==> src/rtl/uart_pkg.sv <==
`default_nettype none
// ============================================================================
//  Module   : uart_pkg
//  Purpose  : Shared types and default sizing for the parametrised UART
//             receiver (uart_rx_param) and its baud tick generator.
//  Contents : uart_rx_state_t  receiver FSM state encoding
//             c_DBIT, c_OVS, c_SB_TICK, c_DVSR_BIT  default parameters
//  Revision : 1.0  initial release
// ============================================================================
package uart_pkg;

    localparam int c_DBIT     = 8;   // data bits per frame
    localparam int c_OVS      = 16;  // oversampling ticks per bit
    localparam int c_SB_TICK  = 16;  // ticks spent in the stop bit(s)
    localparam int c_DVSR_BIT = 13;  // width of the baud divisor

    typedef enum logic [2:0] {
        IDLE   = 3'd0,
        START  = 3'd1,
        DATA   = 3'd2,
        PARITY = 3'd3,
        STOP   = 3'd4
    } uart_rx_state_t;

endpackage
`default_nettype wire

==> src/rtl/uart_rx_param_if.sv <==
`default_nettype none
// ============================================================================
//  Module   : uart_rx_param_if
//  Purpose  : Bundles the serial line, configuration and consumer-side
//             handshake of uart_rx_param.
//  Modports : master - the receiver (drives dout, rx_valid and status)
//             slave  - the pad/config/consumer side (drives rx, dvsr,
//                      parity_odd, rx_ack)
//  Revision : 1.0  initial release
// ============================================================================
interface uart_rx_param_if import uart_pkg::*; #(
    parameter int DBIT     = c_DBIT,
    parameter int DVSR_BIT = c_DVSR_BIT
);
    logic [DVSR_BIT-1:0] dvsr;
    logic                parity_odd;
    logic                rx;
    logic                rx_ack;
    logic [DBIT-1:0]     dout;
    logic                rx_valid;
    logic                rx_done_tick;
    logic                frame_err;
    logic                parity_err;
    logic                break_det;
    logic                overrun_err;

    modport master (
        input  dvsr, parity_odd, rx, rx_ack,
        output dout, rx_valid, rx_done_tick, frame_err, parity_err,
               break_det, overrun_err
    );

    modport slave (
        output dvsr, parity_odd, rx, rx_ack,
        input  dout, rx_valid, rx_done_tick, frame_err, parity_err,
               break_det, overrun_err
    );
endinterface
`default_nettype wire

==> src/rtl/uart_baud_gen.sv <==
`default_nettype none
// ============================================================================
//  Module   : uart_baud_gen
//  Purpose  : Oversampling tick generator. Counts 0..dvsr_q and pulses tick
//             when the count equals dvsr_q (period dvsr_q+1 clocks).
//             clr restarts the count and latches dvsr, so each frame runs
//             with one divisor and a phase aligned to its start edge.
//  Ports    : clk, reset (async, active high), dvsr (divisor), clr,
//             tick (1-clock pulse)
//  Revision : 1.0  initial release
// ============================================================================
module uart_baud_gen #(
    parameter int DVSR_BIT = 13
) (
    input  logic                clk,
    input  logic                reset,
    input  logic [DVSR_BIT-1:0] dvsr,
    input  logic                clr,
    output logic                tick
);
    logic [DVSR_BIT-1:0] r_cnt;
    logic [DVSR_BIT-1:0] r_dvsr_q;

    always_ff @(posedge clk or posedge reset) begin
        if (reset) begin
            r_cnt    <= '0;
            r_dvsr_q <= '0;
        end else if (clr) begin
            r_cnt    <= '0;
            r_dvsr_q <= dvsr;
        end else if (r_cnt == r_dvsr_q) begin
            r_cnt    <= '0;
        end else begin
            r_cnt    <= r_cnt + DVSR_BIT'(1);
        end
    end

    assign tick = (r_cnt == r_dvsr_q);
endmodule
`default_nettype wire

==> src/rtl/uart_rx_param.sv <==
`default_nettype none
// ============================================================================
//  Module   : uart_rx_param
//  Purpose  : Parametrised oversampling UART receiver with a held output
//             word, rx_ack handshake and framing/break/overrun/parity status.
//  Ports    : clk, reset (async, active high)
//             bus (uart_rx_param_if.master):
//               dvsr, parity_odd, rx, rx_ack       inputs
//               dout, rx_valid, rx_done_tick,
//               frame_err, parity_err, break_det,
//               overrun_err                        outputs
//  Options  : UART_PARITY_EN - adds a parity bit after the data bits and
//             drives parity_err; otherwise parity_err is 0.
//  Revision : 1.0  initial release
// ============================================================================
module uart_rx_param import uart_pkg::*; #(
    parameter int DBIT     = c_DBIT,
    parameter int OVS      = c_OVS,
    parameter int SB_TICK  = c_SB_TICK,
    parameter int DVSR_BIT = c_DVSR_BIT
) (
    input  logic          clk,
    input  logic          reset,
    uart_rx_param_if.master bus
);
    // Tick counter must hold up to 2*OVS-1 (two stop bits).
    localparam int c_S_W = $clog2(2 * OVS);
    localparam int c_N_W = $clog2(DBIT);
    localparam logic [c_S_W-1:0] c_S_HALF = c_S_W'(OVS / 2 - 1);
    localparam logic [c_S_W-1:0] c_S_BIT  = c_S_W'(OVS - 1);
    localparam logic [c_S_W-1:0] c_S_STOP = c_S_W'(SB_TICK - 1);
    localparam logic [c_N_W-1:0] c_N_LAST = c_N_W'(DBIT - 1);

    logic [1:0]       r_sync;
    logic             w_rx_s;
    uart_rx_state_t   r_state, w_state_next;
    logic [c_S_W-1:0] r_s, w_s_next;
    logic [c_N_W-1:0] r_n, w_n_next;
    logic [DBIT-1:0]  r_b, w_b_next;
    logic             w_tick, w_clr, w_done, w_par_err;

    logic [DBIT-1:0]  r_dout;
    logic             r_valid, r_done_tick, r_frame_err, r_parity_err;
    logic             r_break_det, r_overrun_err;

    // Two-flop synchroniser; resets to the idle (high) line level.
    always_ff @(posedge clk or posedge reset) begin
        if (reset) r_sync <= 2'b11;
        else       r_sync <= {r_sync[0], bus.rx};
    end
    assign w_rx_s = r_sync[1];

    uart_baud_gen #(.DVSR_BIT(DVSR_BIT)) u_baud (
        .clk   (clk),
        .reset (reset),
        .dvsr  (bus.dvsr),
        .clr   (w_clr),
        .tick  (w_tick)
    );

`ifdef UART_PARITY_EN
    logic r_pbit, w_pbit_next;
    always_ff @(posedge clk or posedge reset) begin
        if (reset) r_pbit <= 1'b0;
        else       r_pbit <= w_pbit_next;
    end
    assign w_par_err = (^{r_b, r_pbit}) ^ bus.parity_odd;
`else
    logic w_unused_parity_odd;
    assign w_unused_parity_odd = bus.parity_odd;
    assign w_par_err = 1'b0;
`endif

    always_ff @(posedge clk or posedge reset) begin
        if (reset) begin
            r_state <= IDLE;
            r_s     <= '0;
            r_n     <= '0;
            r_b     <= '0;
        end else begin
            r_state <= w_state_next;
            r_s     <= w_s_next;
            r_n     <= w_n_next;
            r_b     <= w_b_next;
        end
    end

    always_comb begin
        w_state_next = r_state;
        w_s_next     = r_s;
        w_n_next     = r_n;
        w_b_next     = r_b;
        w_clr        = 1'b0;
        w_done       = 1'b0;
`ifdef UART_PARITY_EN
        w_pbit_next  = r_pbit;
`endif
        case (r_state)
            IDLE: begin
                if (!w_rx_s) begin
                    w_state_next = START;
                    w_s_next     = '0;
                    w_clr        = 1'b1;
                end
            end
            START: begin
                if (w_tick) begin
                    if (r_s == c_S_HALF) begin
                        // Start bit must still be low at mid-bit, else glitch.
                        w_state_next = w_rx_s ? IDLE : DATA;
                        w_s_next     = '0;
                        w_n_next     = '0;
                    end else begin
                        w_s_next = r_s + c_S_W'(1);
                    end
                end
            end
            DATA: begin
                if (w_tick) begin
                    if (r_s == c_S_BIT) begin
                        w_s_next = '0;
                        w_b_next = {w_rx_s, r_b[DBIT-1:1]};
                        if (r_n == c_N_LAST) begin
`ifdef UART_PARITY_EN
                            w_state_next = PARITY;
`else
                            w_state_next = STOP;
`endif
                        end else begin
                            w_n_next = r_n + c_N_W'(1);
                        end
                    end else begin
                        w_s_next = r_s + c_S_W'(1);
                    end
                end
            end
`ifdef UART_PARITY_EN
            PARITY: begin
                if (w_tick) begin
                    if (r_s == c_S_BIT) begin
                        w_pbit_next  = w_rx_s;
                        w_state_next = STOP;
                        w_s_next     = '0;
                    end else begin
                        w_s_next = r_s + c_S_W'(1);
                    end
                end
            end
`endif
            STOP: begin
                if (w_tick) begin
                    if (r_s == c_S_STOP) begin
                        w_done       = 1'b1;
                        w_state_next = IDLE;
                        w_s_next     = '0;
                    end else begin
                        w_s_next = r_s + c_S_W'(1);
                    end
                end
            end
            default: w_state_next = IDLE;
        endcase
    end

    // Output holding register. A completing frame is only accepted when the
    // previous word is gone (or being acked this cycle); otherwise it is
    // dropped and recorded as an overrun.
    always_ff @(posedge clk or posedge reset) begin
        if (reset) begin
            r_dout        <= '0;
            r_valid       <= 1'b0;
            r_done_tick   <= 1'b0;
            r_frame_err   <= 1'b0;
            r_parity_err  <= 1'b0;
            r_break_det   <= 1'b0;
            r_overrun_err <= 1'b0;
        end else begin
            r_done_tick <= w_done;
            if (w_done) begin
                if (!r_valid || bus.rx_ack) begin
                    r_dout       <= r_b;
                    r_valid      <= 1'b1;
                    r_frame_err  <= ~w_rx_s;
                    r_break_det  <= (r_b == '0) & ~w_rx_s;
                    r_parity_err <= w_par_err;
                end else begin
                    r_overrun_err <= 1'b1;
                end
            end else if (bus.rx_ack && r_valid) begin
                r_valid       <= 1'b0;
                r_overrun_err <= 1'b0;
            end
        end
    end

    assign bus.dout         = r_dout;
    assign bus.rx_valid     = r_valid;
    assign bus.rx_done_tick = r_done_tick;
    assign bus.frame_err    = r_frame_err;
    assign bus.parity_err   = r_parity_err;
    assign bus.break_det    = r_break_det;
    assign bus.overrun_err  = r_overrun_err;
endmodule
`default_nettype wire

==> src/flat_wrapper.sv <==
// flat-port wrapper written by rule: the top's interface ports become plain ports
module uart_rx_param_flat import uart_pkg::*;
#(
    parameter int DBIT     = c_DBIT,
    parameter int OVS      = c_OVS,
    parameter int SB_TICK  = c_SB_TICK,
    parameter int DVSR_BIT = c_DVSR_BIT
)
  (clk, reset, bus_dvsr, bus_parity_odd, bus_rx, bus_rx_ack, bus_dout, bus_rx_valid, bus_rx_done_tick, bus_frame_err, bus_parity_err, bus_break_det, bus_overrun_err);
  uart_rx_param_if #(.DBIT(DBIT), .DVSR_BIT(DVSR_BIT)) bus_i ();
  input  logic clk;
  input  logic reset;
  input wire logic [$bits(bus_i.dvsr)-1:0] bus_dvsr;
  input wire logic [$bits(bus_i.parity_odd)-1:0] bus_parity_odd;
  input wire logic [$bits(bus_i.rx)-1:0] bus_rx;
  input wire logic [$bits(bus_i.rx_ack)-1:0] bus_rx_ack;
  output wire logic [$bits(bus_i.dout)-1:0] bus_dout;
  output wire logic [$bits(bus_i.rx_valid)-1:0] bus_rx_valid;
  output wire logic [$bits(bus_i.rx_done_tick)-1:0] bus_rx_done_tick;
  output wire logic [$bits(bus_i.frame_err)-1:0] bus_frame_err;
  output wire logic [$bits(bus_i.parity_err)-1:0] bus_parity_err;
  output wire logic [$bits(bus_i.break_det)-1:0] bus_break_det;
  output wire logic [$bits(bus_i.overrun_err)-1:0] bus_overrun_err;
  assign bus_i.dvsr = bus_dvsr;
  assign bus_i.parity_odd = bus_parity_odd;
  assign bus_i.rx = bus_rx;
  assign bus_i.rx_ack = bus_rx_ack;
  assign bus_dout = bus_i.dout;
  assign bus_rx_valid = bus_i.rx_valid;
  assign bus_rx_done_tick = bus_i.rx_done_tick;
  assign bus_frame_err = bus_i.frame_err;
  assign bus_parity_err = bus_i.parity_err;
  assign bus_break_det = bus_i.break_det;
  assign bus_overrun_err = bus_i.overrun_err;
  uart_rx_param #(.DBIT(DBIT), .OVS(OVS), .SB_TICK(SB_TICK), .DVSR_BIT(DVSR_BIT)) u_core (.clk(clk), .reset(reset), .bus(bus_i));
endmodule
==> config.mk <==
export PLATFORM = sky130hd
export DESIGN_NAME = uart_rx_param_flat
export DESIGN_NICKNAME = d
export VERILOG_FILES = /design/src/rtl/uart_pkg.sv /design/src/rtl/uart_rx_param_if.sv /design/src/rtl/uart_baud_gen.sv /design/src/rtl/uart_rx_param.sv /design/src/flat_wrapper.sv
export SDC_FILE = /design/constraint.sdc
export NUM_CORES = 1
export LEC_CHECK = 0
export BUFFER_PORTS_ARGS = -buffer_cell sky130_fd_sc_hd__buf_2
export CAP_MARGIN = 20
export CORE_UTILIZATION = 45
export DETAILED_ROUTE_END_ITERATION = 10
export GPL_TIMING_DRIVEN = 1
export HOLD_SLACK_MARGIN = 0.02
export PLACE_DENSITY = 0.67
export SYNTH_ARGS = -nofsm -noshare
export SYNTH_HDL_FRONTEND = slang
export SYNTH_SLANG_ARGS = --single-unit
==> constraint.sdc <==
create_clock -name clk -period 2 [get_ports clk]
set_input_delay 0.4 -clock clk [delete_from_list [all_inputs] [get_ports clk]]
set_output_delay 0.4 -clock clk [all_outputs]
set_load 0.02 [all_outputs]
==> results of run 1 <==
## tightest hold or removal path: cells and delay by family
| kind | cells | cell delay (ns) |
|---|---|---|
| buffers and inverters | 3 | 0.44 |
## power by group through the flow
stage	combinational, W	clock [W]	sequential, W
3_5_place_dp	0.000301	0	0.00137
2_1_floorplan	0.000165	0	0.00138
3_3_place_gp	0.000296	0	0.00137
5_1_grt	0.000342	0.00128	0.00136
6_report	0.000299	0.00119	0.00135
4_1_cts	0.000303	0.00122	0.00135
## cell type report
| cell class | count | area, um^2 | area share |
|---|---|---|---|
| clock buffer | 9 | 124 | 0.0361 |
| clock inverter | 7 | 91.3 | 0.0266 |
| inverter | 9 | 33.8 | 0.00985 |
| multi-input combinational | 163 | 1240 | 0.360 |
| sequential | 60 | 1500 | 0.439 |
| tap | 75 | 93.8 | 0.0274 |
| timing repair buffer | 52 | 347 | 0.101 |
## cell usage in the layout, fill, tap and decap left out, types with 2 or more instances in the layout
cell type and count:
sky130_fd_sc_hd__dfrtp_1 58, sky130_fd_sc_hd__buf_2 29, sky130_fd_sc_hd__nor2_1 21, sky130_fd_sc_hd__mux2_2 20, sky130_fd_sc_hd__buf_4 20, sky130_fd_sc_hd__xnor2_1 17, sky130_fd_sc_hd__nand3_1 16, sky130_fd_sc_hd__nand2_1 14
sky130_fd_sc_hd__clkbuf_8 9, sky130_fd_sc_hd__inv_1 8, sky130_fd_sc_hd__mux2_4 7, sky130_fd_sc_hd__o21ai_0 6, sky130_fd_sc_hd__a21oi_1 6, sky130_fd_sc_hd__xor2_1 6, sky130_fd_sc_hd__ha_1 6, sky130_fd_sc_hd__o21ai_1 5
sky130_fd_sc_hd__o31ai_1 4, sky130_fd_sc_hd__nand2b_1 4, sky130_fd_sc_hd__and3_1 4, sky130_fd_sc_hd__mux2_1 3, sky130_fd_sc_hd__clkinv_2 3, sky130_fd_sc_hd__nand4_1 2, sky130_fd_sc_hd__a21o_1 2, sky130_fd_sc_hd__nand2_4 2
sky130_fd_sc_hd__mux2i_1 2, sky130_fd_sc_hd__bufinv_16 2, sky130_fd_sc_hd__buf_12 2, sky130_fd_sc_hd__dfstp_2 2
## timing repair
| item | 4_1_cts | 5_1_grt |
|---|---|---|
| setup buffers | 0 | 2 |
| endpoints found under the setup margin | 6 | 21 |
| gates resized for setup | 1 | 6 |
| pin swaps | 0 | 4 |
| hold endpoints to repair | 0 | 0 |
## metrics by stage
step | hold WS (ns) | cells
2_1_floorplan | 0.345 | 239
3_3_place_gp | 0.350 | 357
3_5_place_dp | 0.348 | 357
4_1_cts | 0.108 | 373
5_1_grt | 0.136 | 375
6_report | 0.107 | 375
## cells by family after synthesis
logic type / Yosys count / share of synthesized area
simple gates: 73 / 0.136
buf+inv: 16 / 0.0281
other cells: 1 / 0.00134
mux: 32 / 0.136
flops: 60 / 0.537
fa+ha+maj: 6 / 0.0268
compound gates: 27 / 0.0594
xor+xnor: 24 / 0.0751
## final timing paths
check | start | slack [ns] | endpoint | depth (start not counted)
setup / recovery | u_core.u_baud.r_dvsr_q[9]$_DFFE_PP0P_ | 0.08 | u_core.r_n[0]$_DFFE_PP0P_ | 8
hold / removal | reset | 0.11 | u_core.u_baud.r_cnt[10]$_DFF_PP0_ | 3
setup reg to reg | u_core.u_baud.r_dvsr_q[9]$_DFFE_PP0P_ | 0.08 | u_core.r_n[0]$_DFFE_PP0P_ | 8
hold reg to reg | u_core.r_sync[0]$_DFF_PP1_ | 0.36 | u_core.r_sync[1]$_DFF_PP1_ | 0
max in group asynchronous | reset | 1.60 | u_core.r_sync[1]$_DFF_PP1_ | 3
min in group clk | bus_rx | 0.16 | u_core.r_sync[0]$_DFF_PP1_ | 1
## state kept, by name (all words and copies together) (netlist names)
| register | cells |
|---|---|
| u_core.r_sync | 2 |
| u_core.bus.overrun_err | 1 |
| u_core.bus.rx_done_tick | 1 |
| u_core.r_b | 8 |
| u_core.bus.dout | 8 |
| u_core.r_state | 3 |
| u_core.r_s | 5 |
| u_core.bus.break_det | 1 |
| u_core.bus.frame_err | 1 |
| u_core.r_n | 3 |
| u_core.u_baud.r_cnt | 13 |
| u_core.u_baud.r_dvsr_q | 13 |
| u_core.bus.rx_valid | 1 |
## routing by layer
| layer | vias to the layer above | GRT usage | routed length, um |
|---|---|---|---|
| li1 | 934 | - | - |
| met1 | 908 | 0.206 | 2160 |
| met2 | 29 | 0.313 | 2430 |
| met3 | 11 | 0.0674 | 195 |
| met4 | 0 | 0.0696 | 90 |
| met5 | - | 0 | 0 |
==> impl_metrics.xml, run 1 <==
<?xml version="1.0" encoding="UTF-8"?>
<metrics>
  <group name="outcome">
    <metric name="outcome" unit="">completed</metric>
  </group>
  <group name="synth">
    <metric name="postSynth.topFlopCell" unit="">sky130_fd_sc_hd__dfrtp_1</metric>
    <metric name="synthCells" unit="">239</metric>
    <metric name="synth_top_cells_by_area" unit="">sky130_fd_sc_hd__dfrtp_1 (52%), sky130_fd_sc_hd__mux2_2 (8.4%), sky130_fd_sc_hd__xnor2_1 (5.6%)</metric>
    <metric name="netlist.area_leader.share" unit="">0.518</metric>
    <metric name="synthArstFlopShare" unit="">1.00</metric>
    <metric name="synth_top_cell_by_area" unit="">sky130_fd_sc_hd__dfrtp_1</metric>
    <metric name="synth.ff_latch_count" unit="">60</metric>
    <metric name="syn-mean-instance-area" unit="um^2">11.7</metric>
    <metric name="yosys.cell_types.count" unit="">41</metric>
    <metric name="synth-seq-area-share" unit="">0.537</metric>
    <metric name="synth.yosys.warnings" unit="">0</metric>
    <metric name="synth_common_cells" unit="">sky130_fd_sc_hd__dfrtp_1 (58), sky130_fd_sc_hd__mux2_2 (21), sky130_fd_sc_hd__nor2_1 (21), sky130_fd_sc_hd__xnor2_1 (18), sky130_fd_sc_hd__nand3_1 (16)</metric>
    <metric name="synth_edf_count" unit="">0</metric>
    <metric name="synthesis.area" unit="um^2">2800</metric>
    <metric name="postSynthNetCount" unit="">263</metric>
    <metric name="synth_most_common_cell" unit="">sky130_fd_sc_hd__dfrtp_1</metric>
  </group>
  <group name="power">
    <metric name="total_power" unit="W">0.00284</metric>
    <metric name="power.share.combinational" unit="">0.105</metric>
    <metric name="power.sequential.fraction" unit="">0.476</metric>
    <metric name="max-vdd-ir-drop" unit="mV">0.469</metric>
    <metric name="total_leakage_power" unit="nW">1.69</metric>
    <metric name="switching_power" unit="W">0.000687</metric>
    <metric name="clock_power_share" unit="">0.418</metric>
    <metric name="power.switching_fraction" unit="">0.242</metric>
    <metric name="pwr_density_cell" unit="nW/um^2">827</metric>
    <metric name="p_int" unit="W">0.00215</metric>
  </group>
  <group name="min_path">
    <metric name="hold_path_class" unit="">in2async</metric>
  </group>
  <group name="floorplanning">
    <metric name="fp-row-count" unit="">28</metric>
    <metric name="floorplan.die_area" unit="um^2">6540</metric>
    <metric name="die-width" unit="um">80.9</metric>
    <metric name="die_h" unit="um">80.9</metric>
    <metric name="pin_count" unit="">32</metric>
    <metric name="initial_utilization" unit="">0.470</metric>
    <metric name="floorplan.core_area" unit="um^2">5960</metric>
  </group>
  <group name="timing">
    <metric name="rsz0062_at_grt" unit="">true</metric>
    <metric name="final.period_utilization" unit="">0.962</metric>
    <metric name="fin_ws" unit="ns">0.0763</metric>
    <metric name="final.min_clock_period" unit="ns">1.92</metric>
    <metric name="hold_violations" unit="">0</metric>
    <metric name="final-max-slew-violation-count" unit="">0</metric>
    <metric name="max_freq" unit="MHz">520</metric>
    <metric name="timing.final.setup_violations" unit="">0</metric>
    <metric name="clock_skew" unit="ns">0.00917</metric>
    <metric name="fin_setup_tns" unit="ns">0</metric>
  </group>
  <group name="critical_path">
    <metric name="cp.arrival" unit="ns">2.20</metric>
    <metric name="cpLargestDelayFamily" unit="">simple AND/OR/NAND/NOR gates</metric>
    <metric name="worst-endpoint-required" unit="ns">2.28</metric>
    <metric name="setup.worst_path.start_class" unit="">register</metric>
    <metric name="cp_max_fo" unit="">7</metric>
    <metric name="path_cells" unit="">xnor2_1 &gt; nand3_1 &gt; nor4_2 &gt; buf_4 &gt; buf_4 &gt; nand2_4 &gt; or4_1 &gt; nand2_1</metric>
    <metric name="worst-setup-path-type" unit="">reg2reg</metric>
    <metric name="timing.critical_path.buf_inv" unit="">2</metric>
    <metric name="cp_slowest_stage_delay" unit="ns">0.48</metric>
    <metric name="critical_path.slowest_cell" unit="">sky130_fd_sc_hd__or4_1</metric>
    <metric name="critPathCaptureType" unit="">register</metric>
    <metric name="cpMostUsedCell" unit="">sky130_fd_sc_hd__buf_4</metric>
  </group>
  <group name="finish">
    <metric name="final_nets" unit="">319</metric>
    <metric name="design_area" unit="um^2">3430</metric>
    <metric name="flow.area_growth_from_synthesis" unit="%">22.5</metric>
    <metric name="final_util" unit="">0.576</metric>
    <metric name="num_antenna_cells" unit="">0</metric>
    <metric name="fillers" unit="">516</metric>
    <metric name="final_layout_size_suffix_gt1_frac" unit="">0.353</metric>
  </group>
  <group name="grt">
    <metric name="track_usage" unit="">0.183</metric>
    <metric name="overflow" unit="">0</metric>
    <metric name="grt_first_pass_wirelength" unit="mm">8.92</metric>
    <metric name="vias_in_the_first_global_route" unit="">2002</metric>
    <metric name="largest_net_degree_at_the_start_of_global_routing" unit="">61</metric>
    <metric name="antenna_found_initial" unit="">0</metric>
  </group>
  <group name="route">
    <metric name="post_drt_wl_per_cell" unit="um">13.0</metric>
    <metric name="initialDrtViolationCount" unit="">67</metric>
    <metric name="ant_nets" unit="">0</metric>
    <metric name="drc" unit="">0</metric>
    <metric name="dr_pass1_iterations" unit="">5</metric>
    <metric name="vias" unit="">1882</metric>
    <metric name="routed_wirelength" unit="mm">4.87</metric>
    <metric name="vias_per_cell" unit="">5.02</metric>
  </group>
  <group name="clocking">
    <metric name="cts_buffers" unit="">9</metric>
    <metric name="cts.sinks" unit="">60</metric>
    <metric name="cts_tree" unit="">built</metric>
    <metric name="ctsHoldBuffers" unit="">0</metric>
    <metric name="cts_root_buf" unit="">sky130_fd_sc_hd__clkbuf_8</metric>
    <metric name="cts_buffer_depth" unit="">2</metric>
    <metric name="clock_insertion_delay_worst_skew" unit="ns">0.34</metric>
    <metric name="clk_pin_slew" unit="ns">0.07</metric>
    <metric name="cts_htree_levels" unit="">3</metric>
  </group>
  <group name="flow_run">
    <metric name="timing.max_cap.violations" unit="">0</metric>
  </group>
  <group name="place">
    <metric name="place_ws" unit="ns">-0.0136</metric>
    <metric name="postPlaceCellArea" unit="um^2">3180</metric>
    <metric name="count_of_buffers_from_port_buffering" unit="">29</metric>
    <metric name="dp.final_hpwl" unit="mm">3.47</metric>
    <metric name="globalplace.congestion" unit="">0.775</metric>
  </group>
</metrics>
Power figures use the tool's default switching activity.
==> inputs of run 2 (changes only) <==
--- a/config.mk
+++ b/config.mk
@@ -8,9 +8,9 @@
 export BUFFER_PORTS_ARGS = -buffer_cell sky130_fd_sc_hd__buf_2
 export CAP_MARGIN = 20
-export CORE_UTILIZATION = 45
+export CORE_UTILIZATION = 50
 export DETAILED_ROUTE_END_ITERATION = 10
 export GPL_TIMING_DRIVEN = 1
 export HOLD_SLACK_MARGIN = 0.02
-export PLACE_DENSITY = 0.67
+export PLACE_DENSITY = 0.73
 export SYNTH_ARGS = -nofsm -noshare
 export SYNTH_HDL_FRONTEND = slang
==> constraint.sdc (replaced) <==
create_clock -name clk -period 2 [get_ports clk]
set_input_delay 0.1 -clock clk [delete_from_list [all_inputs] [get_ports clk]]
set_output_delay 0.1 -clock clk [all_outputs]
set_load 0.02 [all_outputs]
==> run 2 against run 1 <==
  * Maximum frequency is 0.79% higher
  * Register-to-register slack better by 0.02 ns
  * Design area is 3.6% higher
  * Flip-flop and latch count stayed put
  * Worst hold slack better by 0.24 ns
  * Critical path depth stayed put
  * Cell count is 2.1% higher
  * Clock skew is 0.0024 ns lower
  * Worst setup slack better by 0.015 ns
  * Clock-buffer cell count is 3 higher
  * Largest cell class unchanged
  * Largest power group unchanged
  * Highest routed layer unchanged
==> impl_metrics.xml, run 2 (synthesis results as in run 1) <==
<?xml version="1.0" encoding="UTF-8"?>
<metrics>
  <group name="timing">
    <metric name="final.min_clock_period" unit="ns">1.91</metric>
    <metric name="final-max-slew-violation-count" unit="">0</metric>
    <metric name="fin_ws" unit="ns">0.0914</metric>
    <metric name="clock_skew" unit="ns">0.00674</metric>
    <metric name="final.period_utilization" unit="">0.954</metric>
    <metric name="hold-worst-slack" unit="ns">0.344</metric>
    <metric name="max_freq" unit="MHz">524</metric>
    <metric name="hold_violations" unit="">0</metric>
    <metric name="fin_setup_tns" unit="ns">0</metric>
    <metric name="rsz0062_at_grt" unit="">true</metric>
    <metric name="timing.final.setup_violations" unit="">0</metric>
  </group>
  <group name="route">
    <metric name="post_drt_wl_per_cell" unit="um">13.9</metric>
    <metric name="ant_nets" unit="">0</metric>
    <metric name="vias" unit="">1974</metric>
    <metric name="drc" unit="">0</metric>
    <metric name="initialDrtViolationCount" unit="">84</metric>
    <metric name="dr_pass1_iterations" unit="">4</metric>
    <metric name="vias_per_cell" unit="">5.15</metric>
    <metric name="routed_wirelength" unit="mm">5.33</metric>
  </group>
  <group name="grt">
    <metric name="track_usage" unit="">0.204</metric>
    <metric name="met2_usage_in_global_routing" unit="">0.343</metric>
    <metric name="global_route.usage.met1" unit="">0.239</metric>
    <metric name="antenna_found_initial" unit="">0</metric>
    <metric name="overflow" unit="">0</metric>
    <metric name="vias_in_the_first_global_route" unit="">2082</metric>
    <metric name="globalRoute.busiestLayer" unit="">met2</metric>
    <metric name="gr-usage-met3" unit="">0.0548</metric>
    <metric name="largest_net_degree_at_the_start_of_global_routing" unit="">61</metric>
    <metric name="grt_first_pass_wirelength" unit="mm">9.28</metric>
  </group>
  <group name="clocking">
    <metric name="cts_tree" unit="">built</metric>
    <metric name="cts_htree_levels" unit="">3</metric>
    <metric name="cts_buffer_depth" unit="">2</metric>
    <metric name="clock_insertion_delay_worst_skew" unit="ns">0.33</metric>
    <metric name="cts_root_buf" unit="">sky130_fd_sc_hd__clkbuf_8</metric>
    <metric name="cts_buffers" unit="">9</metric>
    <metric name="clk_pin_slew" unit="ns">0.07</metric>
    <metric name="cts.sinks" unit="">60</metric>
  </group>
  <group name="critical_path">
    <metric name="cp.arrival" unit="ns">2.18</metric>
    <metric name="crit-reg2reg-launch" unit="">u_core.u_baud.r_cnt[9]$_DFF_PP0_</metric>
    <metric name="worst_setup_sp" unit="">u_core.u_baud.r_cnt[9]$_DFF_PP0_</metric>
    <metric name="worst-setup-path-type" unit="">reg2reg</metric>
    <metric name="cp_max_fo" unit="">5</metric>
    <metric name="worst-endpoint-required" unit="ns">2.27</metric>
    <metric name="setup.worst_path.start_class" unit="">register</metric>
    <metric name="critPathCaptureType" unit="">register</metric>
  </group>
  <group name="min_path">
    <metric name="hold_path_class" unit="">in2async</metric>
  </group>
  <group name="flow_run">
    <metric name="timing.max_cap.violations" unit="">0</metric>
  </group>
  <group name="finish">
    <metric name="finalNonFillerCells" unit="">383</metric>
    <metric name="biggestRegsByFlops" unit="">u_core.u_baud.r_cnt x13, u_core.u_baud.r_dvsr_q x13</metric>
    <metric name="layout_common_cells" unit="">sky130_fd_sc_hd__dfrtp_1 (58), sky130_fd_sc_hd__buf_2 (29), sky130_fd_sc_hd__nor2_1 (21)</metric>
    <metric name="layout_commonest_cell" unit="">sky130_fd_sc_hd__dfrtp_1</metric>
    <metric name="final_nets" unit="">332</metric>
    <metric name="flow.area_growth_from_synthesis" unit="%">26.9</metric>
    <metric name="final_layout_size_suffix_gt1_frac" unit="">0.329</metric>
    <metric name="num_antenna_cells" unit="">0</metric>
  </group>
  <group name="power">
    <metric name="p_int" unit="W">0.00207</metric>
    <metric name="switching_power" unit="W">0.000667</metric>
    <metric name="pwr_density_cell" unit="nW/um^2">771</metric>
    <metric name="clock_power_share" unit="">0.390</metric>
    <metric name="max-vdd-ir-drop" unit="mV">0.666</metric>
    <metric name="power.switching_fraction" unit="">0.243</metric>
    <metric name="power.share.combinational" unit="">0.116</metric>
    <metric name="power.sequential.fraction" unit="">0.494</metric>
    <metric name="total_power" unit="W">0.00274</metric>
    <metric name="total_leakage_power" unit="nW">1.74</metric>
  </group>
  <group name="floorplanning">
    <metric name="die_h" unit="um">76.8</metric>
    <metric name="initial_utilization" unit="">0.535</metric>
    <metric name="fp-row-count" unit="">26</metric>
    <metric name="floorplan.die_area" unit="um^2">5900</metric>
    <metric name="pin_count" unit="">32</metric>
    <metric name="die-width" unit="um">76.8</metric>
    <metric name="floorplan.core_area" unit="um^2">5240</metric>
  </group>
  <group name="outcome">
    <metric name="outcome" unit="">completed</metric>
  </group>
  <group name="place">
    <metric name="place_ws" unit="ns">-0.0331</metric>
    <metric name="place.detailed.instances" unit="">350</metric>
    <metric name="dp.final_hpwl" unit="mm">3.50</metric>
    <metric name="count_of_buffers_from_port_buffering" unit="">29</metric>
    <metric name="globalplace.congestion" unit="">0.813</metric>
  </group>
</metrics>
==> run 2: changes by cell type in the layout (fill, tap and decap cells not counted), sizes merged <==
cell | previous run | this run
dlygate4sd3 | 0 | 16
bufinv | 2 | 1
clkbuf | 9 | 12
clkinvlp | 1 | 0
clkinv | 4 | 3
buf | 52 | 49
==> run 2: layout make-up <==
type | count | area (um^2)
Sequential cell | 60 | 1500
Timing Repair Buffer | 65 | 484
Clock inverter | 4 | 48.8
Tap cell | 70 | 87.6
Inverter | 9 | 33.8
Fill cell | 386 | 1680
Multi-Input combinational cell | 163 | 1250
Clock buffer | 12 | 145
==> run 2: power groups by stage <==
stage               Clock [W]  Sequential (W)  Combinational [W]
floorplan                   0         0.00138           0.000165
global placement            0         0.00137           0.000285
detailed placement          0         0.00137           0.000288
CTS                   0.00110         0.00135           0.000317
global route          0.00115         0.00136           0.000349
finish                0.00107         0.00135           0.000317
==> run 2: repair_timing <==
| item | CTS | global route |
|---|---|---|
| endpoints found under the setup margin | 8 | 14 |
| hold buffers | 16 | 0 |
| endpoints found under the hold margin | 73 | 0 |
| pin swaps | 0 | 5 |
| buffers inserted | 0 | 1 |
| gates resized for setup | 1 | 8 |
==> run 2: final timing paths <==
kind / end / slack [ns] / depth (start not counted)
hold / removal: u_core.u_baud.r_dvsr_q[9]$_DFFE_PP0P_ / 0.34 / 4
min in group clk: u_core.r_sync[1]$_DFF_PP1_ / 0.36 / 0
hold reg to reg: u_core.r_sync[1]$_DFF_PP1_ / 0.36 / 0
max in group asynchronous: u_core.r_sync[0]$_DFF_PP1_ / 1.33 / 4
setup reg to reg: u_core.r_n[0]$_DFFE_PP0P_ / 0.09 / 8
setup / recovery: u_core.r_n[0]$_DFFE_PP0P_ / 0.09 / 8
==> run 2: worst max-delay path, cell delays in order, from the launching register on <==
cell and delay, ns:
sky130_fd_sc_hd__dfrtp_1 0.41, sky130_fd_sc_hd__xnor2_2 0.20, sky130_fd_sc_hd__nand3_1 0.11, sky130_fd_sc_hd__nor4_2 0.26, sky130_fd_sc_hd__buf_4 0.18, sky130_fd_sc_hd__buf_6 0.12, sky130_fd_sc_hd__nand2_4 0.05, sky130_fd_sc_hd__or4_1 0.47
sky130_fd_sc_hd__nand2_1 0.07
==> run 2: routing by layer <==
layer,wire length [um],share of wire
met1,2380,0.45
met3,137,0.026
met5,0,0
met4,106,0.020
met2,2700,0.51
==> run 2: metrics by stage <==
stage          utilization  cell area [um^2]
6_report             0.679              3550
3_5_place_dp         0.602              3160
5_1_grt              0.679              3550
2_1_floorplan            -              2800
4_1_cts              0.671              3510
3_3_place_gp         0.602              3160
